## config.mk

```make
export PLATFORM = sky130hd
export DESIGN_NAME = hack_cpu_ctrl_flat
export DESIGN_NICKNAME = d
export VERILOG_FILES = /design/src/rtl/hack_pkg.sv /design/src/rtl/hack_cpu_ctrl_if.sv /design/src/rtl/hack_jump_unit.sv /design/src/rtl/hack_cpu_ctrl.sv /design/src/flat_wrapper.sv
export SDC_FILE = /design/constraint.sdc
export NUM_CORES = 1
export LEC_CHECK = 0
export BUFFER_PORTS_ARGS = -buffer_cell sky130_fd_sc_hd__buf_2
export CORE_UTILIZATION = 51
export CTS_BUF_LIST = sky130_fd_sc_hd__clkbuf_2
export CTS_CLUSTER_SIZE = 28
export DETAILED_ROUTE_END_ITERATION = 10
export PLACE_DENSITY = 0.9
export RECOVER_POWER = 50
export SYNTH_ARGS = -nofsm -noshare
export SYNTH_HDL_FRONTEND = slang
export SYNTH_HIERARCHICAL = 1
export SYNTH_SLANG_ARGS = --single-unit
```

## constraint.sdc

```tcl
create_clock -name clk -period 2.1 [get_ports clk]
set_input_delay 0.315 -clock clk [delete_from_list [all_inputs] [get_ports clk]]
set_output_delay 0.315 -clock clk [all_outputs]
set_load 0.03 [all_outputs]
```

## src/rtl/hack_pkg.sv

```systemverilog
// Shared definitions for the Hack CPU control stage: FSM states, instruction
// field positions, jump encodings and reset values.
package hack_pkg;

  typedef enum logic [2:0] {
    StFetch,
    StExec,
    StMread,
    StAlu,
    StMwrite
  } state_e;

  // Instruction field positions
  localparam int unsigned I_BIT    = 15;
  localparam int unsigned A_BIT    = 12;
  localparam int unsigned CTRL_MSB = 11;
  localparam int unsigned CTRL_LSB = 6;
  localparam int unsigned D1_BIT   = 5;
  localparam int unsigned D2_BIT   = 4;
  localparam int unsigned D3_BIT   = 3;
  localparam int unsigned JMP_MSB  = 2;
  localparam int unsigned JMP_LSB  = 0;

  // Jump codes in IR[2:0] = {j1 (lt), j2 (eq), j3 (gt)}
  localparam logic [2:0] JGT = 3'b001;
  localparam logic [2:0] JEQ = 3'b010;
  localparam logic [2:0] JGE = 3'b011;
  localparam logic [2:0] JLT = 3'b100;
  localparam logic [2:0] JNE = 3'b101;
  localparam logic [2:0] JLE = 3'b110;
  localparam logic [2:0] JMP = 3'b111;

  localparam state_e      RST_STATE = StFetch;
  localparam logic [15:0] RST_WORD  = 16'h0000;

endpackage

```

## src/rtl/hack_cpu_ctrl_if.sv

```systemverilog
// Instruction and data memory handshakes of the Hack CPU control stage.
interface hack_cpu_ctrl_if #(
  parameter int unsigned DATA_W = 16,
  parameter int unsigned ADDR_W = 15
);
  logic              imem_req;
  logic [ADDR_W-1:0] imem_addr;
  logic              imem_valid;
  logic [DATA_W-1:0] imem_rdata;

  logic              dmem_re;
  logic              dmem_we;
  logic [ADDR_W-1:0] dmem_addr;
  logic [DATA_W-1:0] dmem_wdata;
  logic [DATA_W-1:0] dmem_rdata;
  logic              dmem_ready;

  modport master (
    output imem_req, imem_addr,
    input  imem_valid, imem_rdata,
    output dmem_re, dmem_we, dmem_addr, dmem_wdata,
    input  dmem_rdata, dmem_ready
  );

  modport slave (
    input  imem_req, imem_addr,
    output imem_valid, imem_rdata,
    input  dmem_re, dmem_we, dmem_addr, dmem_wdata,
    output dmem_rdata, dmem_ready
  );
endinterface

```

## src/rtl/hack_jump_unit.sv

```systemverilog
// Jump condition evaluation from the C-instruction jump bits and ALU flags.
module hack_jump_unit (
  input  logic [2:0] j,
  input  logic       zr,
  input  logic       ng,
  output logic       take
);
  assign take = (j[2] & ng) | (j[1] & zr) | (j[0] & ~ng & ~zr);
endmodule

```

## src/rtl/hack_cpu_ctrl.sv

```systemverilog
// Hack CPU fetch/decode/register stage; drives the external ALU and performs
// writeback and jump resolution over handshaked instruction/data memories.
module hack_cpu_ctrl
  import hack_pkg::*;
#(
  parameter int unsigned DATA_W = 16,
  parameter int unsigned ADDR_W = 15
) (
  input  logic              clk,
  input  logic              rst_n,
  hack_cpu_ctrl_if.master   bus,
  output logic [DATA_W-1:0] alu_x,
  output logic [DATA_W-1:0] alu_y,
  output logic              alu_zx,
  output logic              alu_nx,
  output logic              alu_zy,
  output logic              alu_ny,
  output logic              alu_f,
  output logic              alu_no,
  input  logic [DATA_W-1:0] alu_o,
  input  logic              alu_zr,
  input  logic              alu_ng,
  output logic [ADDR_W-1:0] pc,
  output logic              instr_retired
);

  state_e            state_q;
  logic [DATA_W-1:0] a_q, d_q, a_old_q, m_q, result_q, ir_q;
  logic [ADDR_W-1:0] pc_q;
  logic              take_q;
  logic              imem_req_q, dmem_re_q, dmem_we_q, retired_q;
  logic              take;
  logic [ADDR_W-1:0] pc_inc;
  logic [ADDR_W-1:0] jump_tgt;

  hack_jump_unit u_jump (
    .j   (ir_q[JMP_MSB:JMP_LSB]),
    .zr  (alu_zr),
    .ng  (alu_ng),
    .take(take)
  );

  assign pc_inc   = pc_q + ADDR_W'(1);
  assign jump_tgt = a_old_q[ADDR_W-1:0];

  assign bus.imem_req   = imem_req_q;
  assign bus.imem_addr  = pc_q;
  assign bus.dmem_re    = dmem_re_q;
  assign bus.dmem_we    = dmem_we_q;
  // Memory address comes from the snapshot so an A write cannot move it.
  assign bus.dmem_addr  = a_old_q[ADDR_W-1:0];
  assign bus.dmem_wdata = result_q;

  assign alu_x = d_q;
  assign alu_y = ir_q[A_BIT] ? m_q : a_old_q;
  assign {alu_zx, alu_nx, alu_zy, alu_ny, alu_f, alu_no} = ir_q[CTRL_MSB:CTRL_LSB];

  assign pc            = pc_q;
  assign instr_retired = retired_q;

  always_ff @(posedge clk or negedge rst_n) begin
    if (!rst_n) begin
      state_q    <= RST_STATE;
      a_q        <= DATA_W'(RST_WORD);
      d_q        <= DATA_W'(RST_WORD);
      a_old_q    <= DATA_W'(RST_WORD);
      m_q        <= DATA_W'(RST_WORD);
      result_q   <= DATA_W'(RST_WORD);
      ir_q       <= DATA_W'(RST_WORD);
      pc_q       <= '0;
      take_q     <= 1'b0;
      imem_req_q <= 1'b0;
      dmem_re_q  <= 1'b0;
      dmem_we_q  <= 1'b0;
      retired_q  <= 1'b0;
    end else begin
      retired_q <= 1'b0;
      unique case (state_q)
        StFetch: begin
          // The first cycle after reset only raises the request.
          if (imem_req_q && bus.imem_valid) begin
            ir_q       <= bus.imem_rdata;
            imem_req_q <= 1'b0;
            state_q    <= StExec;
          end else begin
            imem_req_q <= 1'b1;
          end
        end
        StExec: begin
          if (!ir_q[I_BIT]) begin
            a_q        <= DATA_W'(ir_q[DATA_W-2:0]);
            pc_q       <= pc_inc;
            retired_q  <= 1'b1;
            imem_req_q <= 1'b1;
            state_q    <= StFetch;
          end else begin
            a_old_q <= a_q;
            if (ir_q[A_BIT]) begin
              dmem_re_q <= 1'b1;
              state_q   <= StMread;
            end else begin
              state_q <= StAlu;
            end
          end
        end
        StMread: begin
          if (bus.dmem_ready) begin
            m_q       <= bus.dmem_rdata;
            dmem_re_q <= 1'b0;
            state_q   <= StAlu;
          end
        end
        StAlu: begin
          result_q <= alu_o;
          take_q   <= take;
          if (ir_q[D1_BIT]) a_q <= alu_o;
          if (ir_q[D2_BIT]) d_q <= alu_o;
          if (ir_q[D3_BIT]) begin
            dmem_we_q <= 1'b1;
            state_q   <= StMwrite;
          end else begin
            pc_q       <= take ? jump_tgt : pc_inc;
            retired_q  <= 1'b1;
            imem_req_q <= 1'b1;
            state_q    <= StFetch;
          end
        end
        StMwrite: begin
          if (bus.dmem_ready) begin
            dmem_we_q  <= 1'b0;
            pc_q       <= take_q ? jump_tgt : pc_inc;
            retired_q  <= 1'b1;
            imem_req_q <= 1'b1;
            state_q    <= StFetch;
          end
        end
        default: begin
          imem_req_q <= 1'b1;
          state_q    <= StFetch;
        end
      endcase
    end
  end

endmodule
```

## src/flat_wrapper.sv

```systemverilog
// flat-port wrapper written by rule: the top's interface ports become plain ports
module hack_cpu_ctrl_flat import hack_pkg::*;
#(
  parameter int unsigned DATA_W = 16,
  parameter int unsigned ADDR_W = 15
)
  (clk, rst_n, alu_x, alu_y, alu_zx, alu_nx, alu_zy, alu_ny, alu_f, alu_no, alu_o, alu_zr, alu_ng, pc, instr_retired, bus_imem_req, bus_imem_addr, bus_imem_valid, bus_imem_rdata, bus_dmem_re, bus_dmem_we, bus_dmem_addr, bus_dmem_wdata, bus_dmem_rdata, bus_dmem_ready);
  hack_cpu_ctrl_if #(.DATA_W(DATA_W), .ADDR_W(ADDR_W)) bus_i ();
  input  logic clk;
  input  logic rst_n;
  output logic [DATA_W-1:0] alu_x;
  output logic [DATA_W-1:0] alu_y;
  output logic alu_zx;
  output logic alu_nx;
  output logic alu_zy;
  output logic alu_ny;
  output logic alu_f;
  output logic alu_no;
  input  logic [DATA_W-1:0] alu_o;
  input  logic alu_zr;
  input  logic alu_ng;
  output logic [ADDR_W-1:0] pc;
  output logic instr_retired;
  output wire logic [$bits(bus_i.imem_req)-1:0] bus_imem_req;
  output wire logic [$bits(bus_i.imem_addr)-1:0] bus_imem_addr;
  input wire logic [$bits(bus_i.imem_valid)-1:0] bus_imem_valid;
  input wire logic [$bits(bus_i.imem_rdata)-1:0] bus_imem_rdata;
  output wire logic [$bits(bus_i.dmem_re)-1:0] bus_dmem_re;
  output wire logic [$bits(bus_i.dmem_we)-1:0] bus_dmem_we;
  output wire logic [$bits(bus_i.dmem_addr)-1:0] bus_dmem_addr;
  output wire logic [$bits(bus_i.dmem_wdata)-1:0] bus_dmem_wdata;
  input wire logic [$bits(bus_i.dmem_rdata)-1:0] bus_dmem_rdata;
  input wire logic [$bits(bus_i.dmem_ready)-1:0] bus_dmem_ready;
  assign bus_imem_req = bus_i.imem_req;
  assign bus_imem_addr = bus_i.imem_addr;
  assign bus_i.imem_valid = bus_imem_valid;
  assign bus_i.imem_rdata = bus_imem_rdata;
  assign bus_dmem_re = bus_i.dmem_re;
  assign bus_dmem_we = bus_i.dmem_we;
  assign bus_dmem_addr = bus_i.dmem_addr;
  assign bus_dmem_wdata = bus_i.dmem_wdata;
  assign bus_i.dmem_rdata = bus_dmem_rdata;
  assign bus_i.dmem_ready = bus_dmem_ready;
  hack_cpu_ctrl #(.DATA_W(DATA_W), .ADDR_W(ADDR_W)) u_core (.clk(clk), .rst_n(rst_n), .bus(bus_i), .alu_x(alu_x), .alu_y(alu_y), .alu_zx(alu_zx), .alu_nx(alu_nx), .alu_zy(alu_zy), .alu_ny(alu_ny), .alu_f(alu_f), .alu_no(alu_no), .alu_o(alu_o), .alu_zr(alu_zr), .alu_ng(alu_ng), .pc(pc), .instr_retired(instr_retired));
endmodule
```

== Word-level counts from Yosys, hierarchy flattened ==
Index checks and enable logic that the tools add are counted.
Word-level totals
  logic and storage cells: 84
  bits in registers: 119
  input port bits: 54
Cells by class
  eq/ne operators: 13
  multiplexer cells: 32
  add/sub/neg operators: 1
  bitwise operators: 9
  reduce and logical (&&, ||, !) cells: 16
Operator list (number)
  two-way mux 15 bit: 5
  two-way mux 16 bit: 3
  case mux 15 bit (3 select lines): 1
  case mux 16 bit (2 select lines): 1
  adder 15 x 1 -> 15 bit (second input constant): 1
  two-way mux 3 bit: 5
  case mux 3 bit (5 select lines): 1
  two-way mux 1 bit: 12
  AND reduction 4 bit: 3
  inequality test 2 x 1 -> 1 bit (second input constant): 5
  AND reduction 3 bit: 3
  inequality test 2 bit (second input constant): 4
  AND reduction 2 bit: 4
  == test 3 x 2 -> 1 bit (second input constant): 2
  nonzero test 2 bit: 3
  case mux 1 bit (5 select lines): 1
  AND 1 bit: 4
  case mux 1 bit (2 select lines): 2
  == test 3 x 1 -> 1 bit (second input constant): 1
  == test 3 bit (second input constant): 1
  zero test 3 bit: 1
  NOT 1 bit: 3
  case mux 1 bit (3 select lines): 1
  nonzero test 3 bit: 1
  2 further kinds: 3

== Logic depth before layout (Yosys ltp) ==
  word-level depth: 7
  gate-level depth with buffers: 8
  mapped depth without buffers: 6

== Hierarchy ==
The synthesis kept the hierarchy.
Modules (own cells, without submodules)
  hack_cpu_ctrl: sequential area each 2977.9 µm², cells each 491, instances 1, area an instance 5651.7 µm²
  hack_jump_unit: sequential area each 0.0 µm², cells each 2, instances 1, area an instance 17.5 µm²

== Worst setup path after synthesis ==
No wires, ideal clock.
  path kind: reg2reg
  start: reg u_core.ir_q[0]
  end: reg u_core.pc_q[7], in the netlist u_core/bus.imem_addr[7]
  cell stages (with the launch flop): 8
  buffers on the path: 1
  data arrival time: 1.635 ns
  path slack: 0.343 ns
  setup time: 0.122 ns
  period minus slack after synthesis: 1.757 ns
  path through: dfrtp_1 > nor3b_1 > a221o_1 > nand4b_4 > and2_4 > buf_6 > mux2_4 > o22a_1
Between the ends
  longest elaborated chain between the ends: 6
RTL lines
  start, declared: line hack_cpu_ctrl.sv:28  | logic [DATA_W-1:0] a_q, d_q, a_old_q, m_q, result_q, ir_q;
  start signal, assigned: line hack_cpu_ctrl.sv:69  | ir_q <= DATA_W'(RST_WORD);
  start signal, assigned: line hack_cpu_ctrl.sv:82  | ir_q <= bus.imem_rdata;
  AND 1 bit (2 in series): line hack_jump_unit.sv:8  | assign take = (j[2] & ng) | (j[1] & zr) | (j[0] & ~ng & ~zr);
  bitwise OR 1 bit: line hack_jump_unit.sv:8
  named net u_core.take: line hack_cpu_ctrl.sv:32  | logic take;
  two-way mux 15 bit: line hack_cpu_ctrl.sv:122  | pc_q <= take ? jump_tgt : pc_inc;
  two-way mux 15 bit: line hack_cpu_ctrl.sv:118  | if (ir_q[D3_BIT]) begin
  case mux 15 bit (3 select lines): line hack_cpu_ctrl.sv:78  | unique case (state_q)
  end signal, assigned: line hack_cpu_ctrl.sv:92  | pc_q <= pc_inc;
  end signal, assigned: line hack_cpu_ctrl.sv:122
  end signal, assigned: line hack_cpu_ctrl.sv:131  | pc_q <= take_q ? jump_tgt : pc_inc;
  end, declared: line hack_cpu_ctrl.sv:29  | logic [ADDR_W-1:0] pc_q;
The timed path passes the listed nets, and every way through them passes these cells. The select of a mux whose other input is x is not followed.
A chain may end at the register's enable or synchronous reset.

== Worst setup path in the final report ==
  start: reg u_core.ir_q[12]
  end: out alu_y[1]
Between the ends
  longest elaborated chain between the ends: 1
RTL lines
  two-way mux 16 bit: line hack_cpu_ctrl.sv:55  | assign alu_y = ir_q[A_BIT] ? m_q : a_old_q;
  end, declared: line flat_wrapper.sv:12  | output logic [DATA_W-1:0] alu_y;
Every way passes these cells.

==> results.md <==
* Outcome: complete, no violations
* Synth top area cells: dfrtp_1 53%, mux2_2 11%, nand2_1 5.2%, buf_4 4.6%, mux2_1 3.2%
* Top FF cell, synth: dfrtp_1
* Core area at around 0.011 mm^2
* Commonest non-fill, non-tap cell in the layout: buf_2
* Maximum clock path buffer count at 2
* Number of synthesized flops with an enable pin at 0
* Fmax at 483 MHz
* CTS tree: yes
* Root Buffer: clkbuf_2
* Post-synth cell types at 51
* Kind of critical path: reg -> out
* Hpwl dp at 10.4 mm
* Worst Skew at 0.0373 ns
* Die X-Extent at 107 um
* Global-route wire length before repair at 26.0 mm
* R2R setup slack at 0.06 ns
* Drc violations at 0
* Largest net degree at the start of global routing at 48
* Initial antenna violation count at 0
* Clk_lat worst skew at 0.67 ns
* VDD IR max at ~1.4 mV
* Diode count at 0
* Fraction of layout cells with a size suffix above 1 at 37.9%
* Dpl cells at 748
* Nature of the critical path endpoint: primary output
* Dominant cell type by area after synthesis: dfrtp_1
* Die Height at 107 um
* Initial DRC count at 270
* Synth Instances at 493
* Cts bufs inserted at 17
* FP Rows at 38
* Startpoint Class: flip-flop
* Area share of the largest cell type after synthesis at a little over half
* Cell Area, Synth at 0.00567 mm^2
* IO Pins at 157
* Crit path max fanout at 7
* Vias post-DR at 4755
* Commonest cells after routing, fill and taps aside: 126 x buf_2, 118 x dfrtp_1, 78 x nand2_1, 50 x dlygate4sd3_1, 38 x mux2_2
* Vias in the first global route at 4905
* Syn avg cell area at 11.5 um^2
* Fin Hold WS at approximately 0.09 ns
* P_leak at 3.56 nW
* Max-cap violation count at 0
* Nets at 735
* Mapped Nets at 549
* Hold Vio Cnt, Final at 0
* WL per Instance at 19.8 um
* Least-Margin Pin Slew at 1.05 ns
* Die area at 0.0115 mm^2
* RSZ-0062 raised after global routing: true
* Pwr Density at 1810 mW/mm^2
* Initial core utilization at 52.3%
* FF+latch count, synth at 119
* Overall Power at 0.0132 W
* Register area share after synthesis at 52.5%
* # port buffers at between 150 and 200
* DR vias/cell at 5.72
* Sink Count at 119
* Post-Layout Cell Count at ~830
* WP data required at 1.78 ns
* GRT Util Overall at 29.9%
* Clk slew on worst S/H paths at 0.20 ns
* YS warnings at 6
* Post-route ant nets at 0
* Crit path arrival time at 1.76 ns
* Setup Viol. Count Final at 0
* Worst min path class: in -> reg
* Fin crit share at a little over nine tenths
* RePlAce Congestion at about 0.88
* Synth async-reset ratio at 100%
* Final slew viol count at 0
* H-tree depth at 4
* DRT Pass-1 Iters at 6
* Routed wire length at roughly 16 mm
* Grt ovf at 0
* Final min period at around 2.1 ns
* Relative slew slack at 29.7%
* Layout area overhead at 28.1%
## metrics by stage
step	TNS [ns]	instance area (um^2)	utilization [%]	setup WS, ns
final	0	7260	67.0	0.0283
after global routing	-1.09	7260	67.0	-0.0663
after CTS	-0.498	7300	67.4	-0.0386
after detailed placement	0	6350	58.6	0.169
after global placement	0	6350	58.6	0.213
after floorplan	0	5670	-	0.343
## metal layers
| layer | track usage (%) | vias up | wire length (um) |
|---|---|---|---|
| met5 | 0 | - | 0 |
| met4 | 11.5 | 0 | 498 |
| met3 | 8.78 | 51 | 1280 |
| met2 | 52.5 | 274 | 8550 |
| met1 | 34.3 | 2355 | 6160 |
| li1 | - | 2075 | - |
## cell type report
type                            instances  area [um^2]
Clock buffer                           17         85.1
Fill cell                             763         3580
Inverter                                9         33.8
Clock inverter                         14          196
Timing Repair Buffer                  225         1500
Tap cell                              140          175
Sequential cell                       119         2980
Multi-Input combinational cell        307         2300
## sequential cells by signal, summed over array words and instances, names as in the netlist
name,count
u_core/a_q,16
u_core/bus.imem_req,1
u_core/bus.dmem_wdata,16
u_core/ir_q,16
u_core/bus.dmem_we,1
u_core/state_q,3
u_core/a_old_q,16
u_core/m_q,16
u_core/bus.dmem_re,1
u_core/instr_retired,1
u_core/alu_x,16
u_core/bus.imem_addr,15
u_core/take_q,1
## worst paths after layout
check                                          start                        end  cells after the start
min                                   bus_imem_valid          u_core/state_q[0]                      5
max                                  u_core/ir_q[12]                   alu_y[1]                      3
min reg2reg                u_core/bus.dmem_wdata[15]  u_core/bus.dmem_wdata[15]                      2
min in group asynchronous                      rst_n   u_core/bus.dmem_wdata[0]                      2
max reg2reg                        u_core/state_q[0]              u_core/a_q[9]                      4
max in group asynchronous                      rst_n         u_core/bus.dmem_re                      3
## cell families (layout without fill, tap and decap cells)
family | count (synthesis) | count (layout) | synth area share [%]
adders and majority gates | 2 | 2 | 0.441
muxes | 91 | 91 | 18.5
AOI/OAI and AO/OA | 79 | 79 | 8.96
buffers and inverters | 67 | 265 | 7.95
and+or+nand+nor | 135 | 135 | 11.6
DFF | 119 | 119 | 52.5
## timing repair
item / in CTS / in global routing
endpoints found under the setup margin: 16 / 19
setup buffers: 1 / 0
pin swaps: 0 / 0
cloned: 1 / 0
gates resized for setup: 47 / 7
hold buffers: 50 / 0
hold endpoints to repair: 148 / 0
## report_power, final
| part | switching [W] | total (W) | leakage (nW) | internal (W) |
|---|---|---|---|---|
| Combinational | 0.00424 | 0.00689 | 1.96 | 0.00265 |
| Clock | 0.000926 | 0.00171 | 0.159 | 0.000788 |
| Sequential | 0.00115 | 0.00455 | 1.44 | 0.00340 |
## synth_stat cells, types with 3 or more instances
cell         n
nand3_1     13
buf_6        8
mux2i_1     10
dfrtp_1    119
mux2_1      16
o21ai_1     11
a21oi_1     18
and3_1       4
clkbuf_1     7
a2bb2oi_1    4
mux2_2      55
o22ai_1      5
inv_1        8
nand2b_1     3
mux2_4      10
nor2_1       8
nand4_1      7
or4_1        3
buf_2        6
buf_4       35
nand2_1     78
and2_1       3
o21ai_0     17
a21boi_0     9
## critical path, stage by stage, from the launching register on
cell and delay (ns):
dfrtp_2 0.49, buf_6 0.16, mux2_4 0.31, buf_6 0.14
Power figures use the tool's default switching activity.
